<file path="config.mk">
export PLATFORM = sky130hd
export DESIGN_NAME = alu_issue_ctrl
export DESIGN_NICKNAME = d
export VERILOG_FILES = /design/src/rtl/cpu_pkg.sv /design/src/rtl/alu_issue_ctrl_reg_file.sv /design/src/rtl/alu_issue_ctrl.sv
export SDC_FILE = /design/constraint.sdc
export NUM_CORES = 1
export LEC_CHECK = 0
export ABC_CLOCK_PERIOD_IN_PS = 5300
export BUFFER_PORTS_ARGS = -buffer_cell sky130_fd_sc_hd__buf_4
export CORE_ASPECT_RATIO = 1.4
export CORE_MARGIN = 10
export CORE_UTILIZATION = 45
export CTS_BUF_LIST = sky130_fd_sc_hd__clkbuf_8
export CTS_CLUSTER_DIAMETER = 60
export DETAILED_ROUTE_END_ITERATION = 16
export GPL_TIMING_DRIVEN = 0
export PLACE_DENSITY = 0.73
export SETUP_SLACK_MARGIN = 0.02
export SYNTH_ARGS = -nofsm -noshare
export SYNTH_HDL_FRONTEND = slang
export SYNTH_SLANG_ARGS = --single-unit
</file>
<file path="constraint.sdc">
create_clock -name clk -period 5.3 [get_ports clk]
set_input_delay 0.53 -clock clk [delete_from_list [all_inputs] [get_ports clk]]
set_output_delay 0.53 -clock clk [all_outputs]
set_load 0.005 [all_outputs]
</file>
<file path="src/rtl/cpu_pkg.sv">
// Shared definitions for the issue stage in front of the 16-bit ALU:
// opcodes, instruction field positions and the issue FSM encoding.
package cpu_pkg;

    // Register-register operations (operand b from R[rt])
    localparam logic [3:0] OP_ADD  = 4'd0;
    localparam logic [3:0] OP_SUB  = 4'd1;
    localparam logic [3:0] OP_AND  = 4'd2;
    localparam logic [3:0] OP_OR   = 4'd3;
    localparam logic [3:0] OP_XOR  = 4'd4;
    localparam logic [3:0] OP_SHL  = 4'd5;
    // Register-immediate operations (operand b from sign-extended imm)
    localparam logic [3:0] OP_ANDI = 4'd6;
    localparam logic [3:0] OP_ORI  = 4'd7;
    localparam logic [3:0] OP_XORI = 4'd8;
    localparam logic [3:0] OP_ADDI = 4'd9;
    localparam logic [3:0] OP_SUBI = 4'd10;
    // ALU idle code: the ALU produces 0 for it
    localparam logic [3:0] OP_NOP  = 4'hF;

    // Instruction field positions (LSB of each field)
    localparam int OP_LSB  = 12;
    localparam int RD_LSB  = 9;
    localparam int RS_LSB  = 6;
    localparam int RT_LSB  = 3;
    localparam int IMM_LSB = 0;

    typedef enum logic [1:0] {
        ST_IDLE = 2'd0,
        ST_READ = 2'd1,
        ST_EXEC = 2'd2,
        ST_WB   = 2'd3
    } issue_state_t;

    // Opcodes at or above ANDI take an immediate as operand b
    function automatic logic is_imm_op(input logic [3:0] op);
        return op >= OP_ANDI;
    endfunction

endpackage

</file>
<file path="src/rtl/alu_issue_ctrl_reg_file.sv">
// Register file for the issue stage: NREGS x WIDTH, three asynchronous read
// ports (rs, rt, debug) and one synchronous write port. R0 is forced to zero.
module reg_file
    import cpu_pkg::*;
#(
    parameter int WIDTH = 16,
    parameter int NREGS = 8,
    parameter int AW    = $clog2(NREGS)
) (
    input  logic             clk,
    input  logic             rst,
    input  logic             we,
    input  logic [AW-1:0]    waddr,
    input  logic [WIDTH-1:0] wdata,
    input  logic [AW-1:0]    rs_addr,
    output logic [WIDTH-1:0] rs_data,
    input  logic [AW-1:0]    rt_addr,
    output logic [WIDTH-1:0] rt_data,
    input  logic [AW-1:0]    dbg_addr,
    output logic [WIDTH-1:0] dbg_data
);

    logic [WIDTH-1:0] mem_q [NREGS];
    logic [WIDTH-1:0] mem_d [NREGS];

    // Next-state of the array: single write, R0 pinned to zero
    always_comb begin
        for (int i = 0; i < NREGS; i++) begin
            mem_d[i] = mem_q[i];
        end
        if (we) begin
            mem_d[waddr] = wdata;
        end
        mem_d[0] = '0;
    end

    // Storage with asynchronous clear
    always_ff @(posedge clk or posedge rst) begin
        if (rst) begin
            for (int i = 0; i < NREGS; i++) begin
                mem_q[i] <= '0;
            end
        end else begin
            for (int i = 0; i < NREGS; i++) begin
                mem_q[i] <= mem_d[i];
            end
        end
    end

    assign rs_data  = mem_q[rs_addr];
    assign rt_data  = mem_q[rt_addr];
    assign dbg_data = mem_q[dbg_addr];

endmodule

</file>
<file path="src/rtl/alu_issue_ctrl.sv">
// Issue/writeback stage in front of the 16-bit ALU. One instruction in flight:
// IDLE accepts, READ fetches operands, EXEC drives the opcode for one cycle,
// WB writes back the ALU's registered result.
// Handshake: an instruction transfers on a rising edge where instr_valid and
// instr_ready are both high; instr_ready is high only in IDLE, and instr is
// sampled only on that edge.
// Optional feature: define FLAGS_REG_EN to add the flags_out status register.
module alu_issue_ctrl
    import cpu_pkg::*;
#(
    parameter int WIDTH = 16,
    parameter int NREGS = 8,
    parameter int IMM_W = 6,
    parameter int AW    = $clog2(NREGS)
) (
    input  logic             clk,
    input  logic             rst,
    input  logic             instr_valid,
    output logic             instr_ready,
    input  logic [15:0]      instr,
    output logic [3:0]       alu_codop,
    output logic [WIDTH-1:0] alu_a,
    output logic [WIDTH-1:0] alu_b,
    input  logic [WIDTH-1:0] alu_out,
    input  logic             alu_neg,
    input  logic             alu_zero,
    input  logic             alu_overflow,
    output logic             done,
    output logic [AW-1:0]    wb_addr,
    output logic [WIDTH-1:0] wb_data,
    output logic             illegal,
`ifdef FLAGS_REG_EN
    output logic [2:0]       flags_out,
`endif
    input  logic [AW-1:0]    dbg_addr,
    output logic [WIDTH-1:0] dbg_data
);

    issue_state_t     state_q, state_d;
    logic [15:0]      instr_q, instr_d;
    logic [WIDTH-1:0] a_q, a_d;
    logic [WIDTH-1:0] b_q, b_d;

    logic [3:0]       op;
    logic [AW-1:0]    rd, rs, rt;
    logic [IMM_W-1:0] imm;
    logic [WIDTH-1:0] imm_ext;
    logic [WIDTH-1:0] rs_data, rt_data;
    logic             rf_we;

    assign op      = instr_q[OP_LSB +: 4];
    assign rd      = instr_q[RD_LSB +: AW];
    assign rs      = instr_q[RS_LSB +: AW];
    assign rt      = instr_q[RT_LSB +: AW];
    assign imm     = instr_q[IMM_LSB +: IMM_W];
    assign imm_ext = {{(WIDTH-IMM_W){imm[IMM_W-1]}}, imm};

`ifdef FLAGS_REG_EN
    logic [2:0] flags_q, flags_d;
    assign flags_out = flags_q;
`else
    // ALU status is not consumed in this build
    logic unused_alu_flags;
    assign unused_alu_flags = ^{alu_neg, alu_zero, alu_overflow};
`endif

    reg_file #(
        .WIDTH (WIDTH),
        .NREGS (NREGS),
        .AW    (AW)
    ) u_reg_file (
        .clk      (clk),
        .rst      (rst),
        .we       (rf_we),
        .waddr    (rd),
        .wdata    (alu_out),
        .rs_addr  (rs),
        .rs_data  (rs_data),
        .rt_addr  (rt),
        .rt_data  (rt_data),
        .dbg_addr (dbg_addr),
        .dbg_data (dbg_data)
    );

    // FSM next state, operand capture and per-state outputs
    always_comb begin
        state_d     = state_q;
        instr_d     = instr_q;
        a_d         = a_q;
        b_d         = b_q;
        instr_ready = 1'b0;
        alu_codop   = OP_NOP;
        done        = 1'b0;
        illegal     = 1'b0;
        wb_addr     = '0;
        wb_data     = '0;
        rf_we       = 1'b0;
`ifdef FLAGS_REG_EN
        flags_d     = flags_q;
`endif
        case (state_q)
            ST_IDLE: begin
                instr_ready = 1'b1;
                if (instr_valid) begin
                    instr_d = instr;
                    state_d = ST_READ;
                end
            end
            ST_READ: begin
                if (op > OP_SUBI) begin
                    illegal = 1'b1;
                    state_d = ST_IDLE;
                end else begin
                    a_d     = rs_data;
                    b_d     = is_imm_op(op) ? imm_ext : rt_data;
                    state_d = ST_EXEC;
                end
            end
            ST_EXEC: begin
                alu_codop = op;
                state_d   = ST_WB;
            end
            ST_WB: begin
                // R0 writes are dropped inside the register file
                rf_we   = 1'b1;
                done    = 1'b1;
                wb_addr = rd;
                wb_data = alu_out;
`ifdef FLAGS_REG_EN
                flags_d = {alu_neg, alu_zero, alu_overflow};
`endif
                state_d = ST_IDLE;
            end
            default: state_d = ST_IDLE;
        endcase
    end

    // Pipeline registers; reset aborts any instruction in flight
    always_ff @(posedge clk or posedge rst) begin
        if (rst) begin
            state_q <= ST_IDLE;
            instr_q <= '0;
            a_q     <= '0;
            b_q     <= '0;
`ifdef FLAGS_REG_EN
            flags_q <= '0;
`endif
        end else begin
            state_q <= state_d;
            instr_q <= instr_d;
            a_q     <= a_d;
            b_q     <= b_d;
`ifdef FLAGS_REG_EN
            flags_q <= flags_d;
`endif
        end
    end

    assign alu_a = a_q;
    assign alu_b = b_q;

endmodule

</file>
# ---- Word level (Yosys, flattened, before mapping)
# Index checks and enable logic that the tools add are counted.
dict set report word_totals {
  register_bits 162
  out_inout_bits 74
}
dict set report classes {
  order_cmp 7
  eq_ne 4
  mux 23
  bitwise_logic 5
  n_reduce_logical 4
}
# cell n
set op_table {}
lappend op_table {{$bmux 16 s3} 3}
lappend op_table {{$mux 16} 9}
lappend op_table {{$bwmux 128} 1}
lappend op_table {{$demux 16 s3} 1}
lappend op_table {{$ge 4x4->1 const B} 4}
lappend op_table {{$not 3->4} 4}
lappend op_table {{$pmux 2 s4} 1}
lappend op_table {{$eq 2x2->1 const B} 2}
lappend op_table {{$ge 4x3->1 const B} 1}
lappend op_table {{$gt 4x4->1 const B} 1}
lappend op_table {{$lt 4x1->1 const B} 1}
lappend op_table {{$mux 1} 4}
lappend op_table {{$mux 2} 2}
lappend op_table {{$mux 4} 1}
lappend op_table {{$reduce_and 2->1} 2}
lappend op_table {{$mux 3} 1}
lappend op_table {{$eq 2x1->1 const B} 1}
lappend op_table {{$logic_not 2->1} 1}
lappend op_table {{$ne 2x2->1 const B} 1}
lappend op_table {{$logic_and 1x1->1} 1}
lappend op_table {{$not 1->1} 1}

# ---- Depth between registers and ports, before layout
dict set report logic_depth {
  word_depth 6
  mapped_depth 7
  depth_no_buf 6
}

# ---- Hierarchy
# Synthesis repeated with hierarchy kept, for this count alone.
dict set report hier_totals {
  cells_unflattened 702
  area_unflattened_um2 9431.5
}
# mod n_inst cells_per_inst area_per_inst_um2 seq_area_each_um2
set modules_own_cells {}
lappend modules_own_cells {reg_file 1 540 7066.8 2802.7}
lappend modules_own_cells {alu_issue_ctrl 1 162 2364.8 1251.2}

# ---- Least setup slack after synthesis
# Ideal clock, no wire load.
dict set report synth_timing {
  path_type {input port to output port}
  startpoint {input port dbg_addr[0]}
  endpoint {output port dbg_data[15]}
  arrival_ns 1.575
  required_time_ns 4.770
  path_slack_ns 3.195
  cell_stages 5
  path_buffers 2
  path_cell_list {buf_2 > buf_2 > mux4_2 > nand2_1 > o21ai_0}
}
dict set report synth_via {
  elab_chain_len 4
}
# element line_no
set synth_lines {}
lappend synth_lines {{start, declared} alu_issue_ctrl.sv:35} ;# input logic [AW-1:0] dbg_addr,
lappend synth_lines {{$not 3->4 (not written as such)} alu_issue_ctrl_reg_file.sv:52} ;# assign dbg_data = mem_q[dbg_addr];
lappend synth_lines {{$bmux 16 s3} alu_issue_ctrl_reg_file.sv:52}
lappend synth_lines {{$mux 16 (not written as such) (2 in a row)} alu_issue_ctrl_reg_file.sv:52}
lappend synth_lines {{end, declared} alu_issue_ctrl.sv:36} ;# output logic [WIDTH-1:0] dbg_data
# Every way passes these cells. The select of a mux whose other input is x is not followed.

==> impl_metrics.csv <==
group,metric,value,unit
run_status,status,"complete, no violations",
floorplan,die_area,26000,um2
power_and_ir_drop,seq_power_share,0.360,
timing,rsz0062_at_grt,"false",
route,met3WireLength,2.27,mm
clock_tree,cts_tree,"built",
route,totalWireLength,28.3,mm
finish,nets,866,
floorplan,ios,115,
placement,dp.cells,1054,
logic_synthesis,syn_nets,737,
finish,finalNonFillerCells,1086,
clock_tree,cts_resized,0,
route,viasPerCell,6.31,
power_and_ir_drop,p_leak,4.66,nW
finish,diodes,0,
setup_path,cp-end-kind,"output port",
route,top_layer,"met4",
setup_path,reg2reg_slack,3.17,ns
clock_tree,cts_inserted_buffers,17,
floorplan,fp.dieW,139,um
timing,final.period_utilization,0.555,
timing,timing.setup.tns,0,ns
power_and_ir_drop,switching_power,2.60,mW
timing,slew_violations,0,
setup_path,criticalPathCategory,"reg -> out",
finish,drive_gt1_frac,0.476,
clock_tree,htreeDepth,4,
setup_path,critPathLaunchType,"register",
setup_path,crit_path_end,"wb_data[8]",
min_path,min-delay-path-class,"in -> async",
power_and_ir_drop,pwr_density_cell,628,nW/um2
setup_path,r2r-end,"alu_b[9]",
power_and_ir_drop,finalPower,6.60,mW
global_routing,antenna_found_initial,0,
setup_path,crit_arrival,2.41,ns
finish,syn2layout_area_growth,17.6,%
power_and_ir_drop,clkPwrFrac,0.145,
clock_tree,cts_sinks,162,
placement,dpl_cell_area,10100,um2
timing,clock_skew,0.0126,ns
setup_path,path_max_fanout,10,
clock_tree,root_buffer,"clkbuf_8",
logic_synthesis,async_flop_share,1.00,
floorplan,core_area,19400,um2
global_routing,grt_pass1_vias,7078,
route,wl_per_cell,26.1,um
route,met1_length,10.9,mm
logic_synthesis,synth-seq-area-share,0.454,
power_and_ir_drop,pwr-share-comb,0.495,
placement,detailed_place_hpwl,19.4,mm
power_and_ir_drop,sw_frac_of_total,0.395,
power_and_ir_drop,internal_power,3.99,mW
global_routing,grt_overflow_total,0,
clock_tree,clk_pin_slew,0.09,ns
timing,worstMarginPinSlew,0.858,ns
timing,hold_violations,0,
floorplan,fp-row-count,60,
job,maxCapViolCount,0,
floorplan,die_y,187,um
logic_synthesis,ys_warn_count,0,
setup_path,r2r_start,"instr_q[13]",
placement,gp_congestion,0.884,
power_and_ir_drop,ir_drop,294,uV
placement,pre_cts_slack,2.60,ns
clock_tree,clock_latency,0.48,ns
timing,setup_ws,2.36,ns
setup_path,required,4.77,ns
logic_synthesis,synth.cell_area,8930,um2
route,route.met2.wl,13.8,mm
global_routing,grt_max_degree,126,
global_routing,grt_first_pass_wirelength,42.6,mm
logic_synthesis,yosysUniqueCellTypes,37,
timing,slew_headroom,0.428,
route,drt_iter0_drc,784,
route,dr.pass1.iters,7,
placement,portBuffers,109,
finish,design_area,10500,um2
clock_tree,clock_path_buffers,2,
logic_synthesis,synth_edf_count,0,
clock_tree,cts_setup_buffers,0,
route,ant_nets,0,
setup_path,r2r_cells,4,
route,post-route-drc-count,0,
logic_synthesis,synthFlopType,"dfrtp_1",
timing,finalCriticalPeriod,2.94,ns
clock_tree,cts.hold.buffers_added,0,
logic_synthesis,synthCells,696,
timing,setup_violations,0,
global_routing,grt_usage,0.213,
logic_synthesis,syn_avg_cell_area,12.8,um2
logic_synthesis,ys_ff_latch,162,
route,vias,6849,
floorplan,start_util,0.461,
timing,fmax,0.340,GHz
==> through the flow <==
step | utilization | hold WS [ns]
floorplan | - | 0.467
global placement | 0.519 | 0.467
detailed placement | 0.521 | 0.476
CTS | 0.542 | 0.0105
global route | 0.542 | 0.0309
finish | 0.542 | 0.0131
==> cells in the final DEF, fill, tap and decap left out, types with 2 or more instances in the layout <==
cell,n
nand2b_1,8
o22ai_1,4
o21ai_0,9
bufinv_16,3
a21o_1,3
buf_4,117
a221oi_1,42
mux2_2,169
clkinvlp_4,3
inv_1,18
a2111oi_0,4
o31ai_1,28
nand2_1,39
nor3_4,2
a21oi_1,17
nor2_1,24
clkinv_2,4
dfrtp_1,162
inv_6,2
buf_2,20
nor2b_1,20
and2_1,2
clkbuf_8,18
mux2i_1,13
clkbuf_1,24
buf_6,5
and3_1,17
mux4_2,44
==> routing by layer <==
layer  track usage  up-vias
li1              -     2897
met1         0.258     3467
met2         0.345      392
met3        0.0434       93
met4         0.123        0
met5             0        -
==> cells by family after synthesis <==
logic type,share of synthesized area
multiplexers,0.340
AO/OA/AOI/OAI,0.0914
buffers and inverters,0.0423
flip-flops,0.454
AND/OR/NAND/NOR,0.0724
==> how the worst min path moves through the flow <==
stage / startpoint / to / slack (ns) / cells past startpoint
3_3_place_gp: alu_a[0] / alu_a[0] / 0.47 / 2
5_1_grt: rst / u_reg_file.mem_q[24] / 0.03 / 2
3_5_place_dp: alu_b[0] / alu_b[0] / 0.48 / 2
2_1_floorplan: alu_b[3] / alu_b[3] / 0.47 / 2
6_report: rst / u_reg_file.mem_q[50] / 0.01 / 2
4_1_cts: rst / u_reg_file.mem_q[24] / 0.01 / 2
==> power groups by stage <==
stage	Clock [mW]	Combinational [mW]	Sequential [mW]
after floorplan	0	2.23	2.21
after global placement	0	3.16	2.34
after detailed placement	0	3.24	2.37
after CTS	0.965	3.25	2.35
after global routing	1.02	3.48	2.44
final	0.958	3.27	2.37
==> sequential cells by signal (all words and copies together) (netlist names), named ones only <==
register          count
alu_a                16
state_q               1
instr_q              16
u_reg_file.mem_q    112
alu_b                16
==> worst max-delay path, cell delays in order (launching register included) <==
cell and delay (ns):
dfrtp_1 0.41, clkbuf_1 0.53, clkbuf_1 0.56, and3_1 0.29, buf_4 0.13
==> area by class of cell <==
| type | instances | area, um2 |
|---|---|---|
| inverter | 19 | 78.8 |
| sequential | 162 | 4050 |
| clock buffer | 18 | 248 |
| buffer | 57 | 307 |
| tap | 248 | 310 |
| multi-input combinational | 458 | 4500 |
| fill | 1670 | 8860 |
| clock inverter | 14 | 163 |
| timing repair buffer | 110 | 846 |
==> Yosys cell counts, drive strengths merged (3+ instances only) <==
library cell / n / area [um2]
mux2: 170 / 1910
dfrtp: 162 / 4050
mux4: 44 / 991
a221oi: 42 / 368
nand2: 41 / 164
buf: 33 / 216
o31ai: 28 / 210
nor2: 26 / 108
clkbuf: 24 / 90.1
nor2b: 20 / 125
inv: 19 / 71.3
a21oi: 17 / 85.1
and3: 17 / 106
mux2i: 13 / 130
o21ai: 9 / 45.0
nand2b: 8 / 50.1
a2111oi: 4 / 35.0
o22ai: 4 / 25.0
a21o: 3 / 22.5
and2: 3 / 21.3
Power figures use the tool's default switching activity.
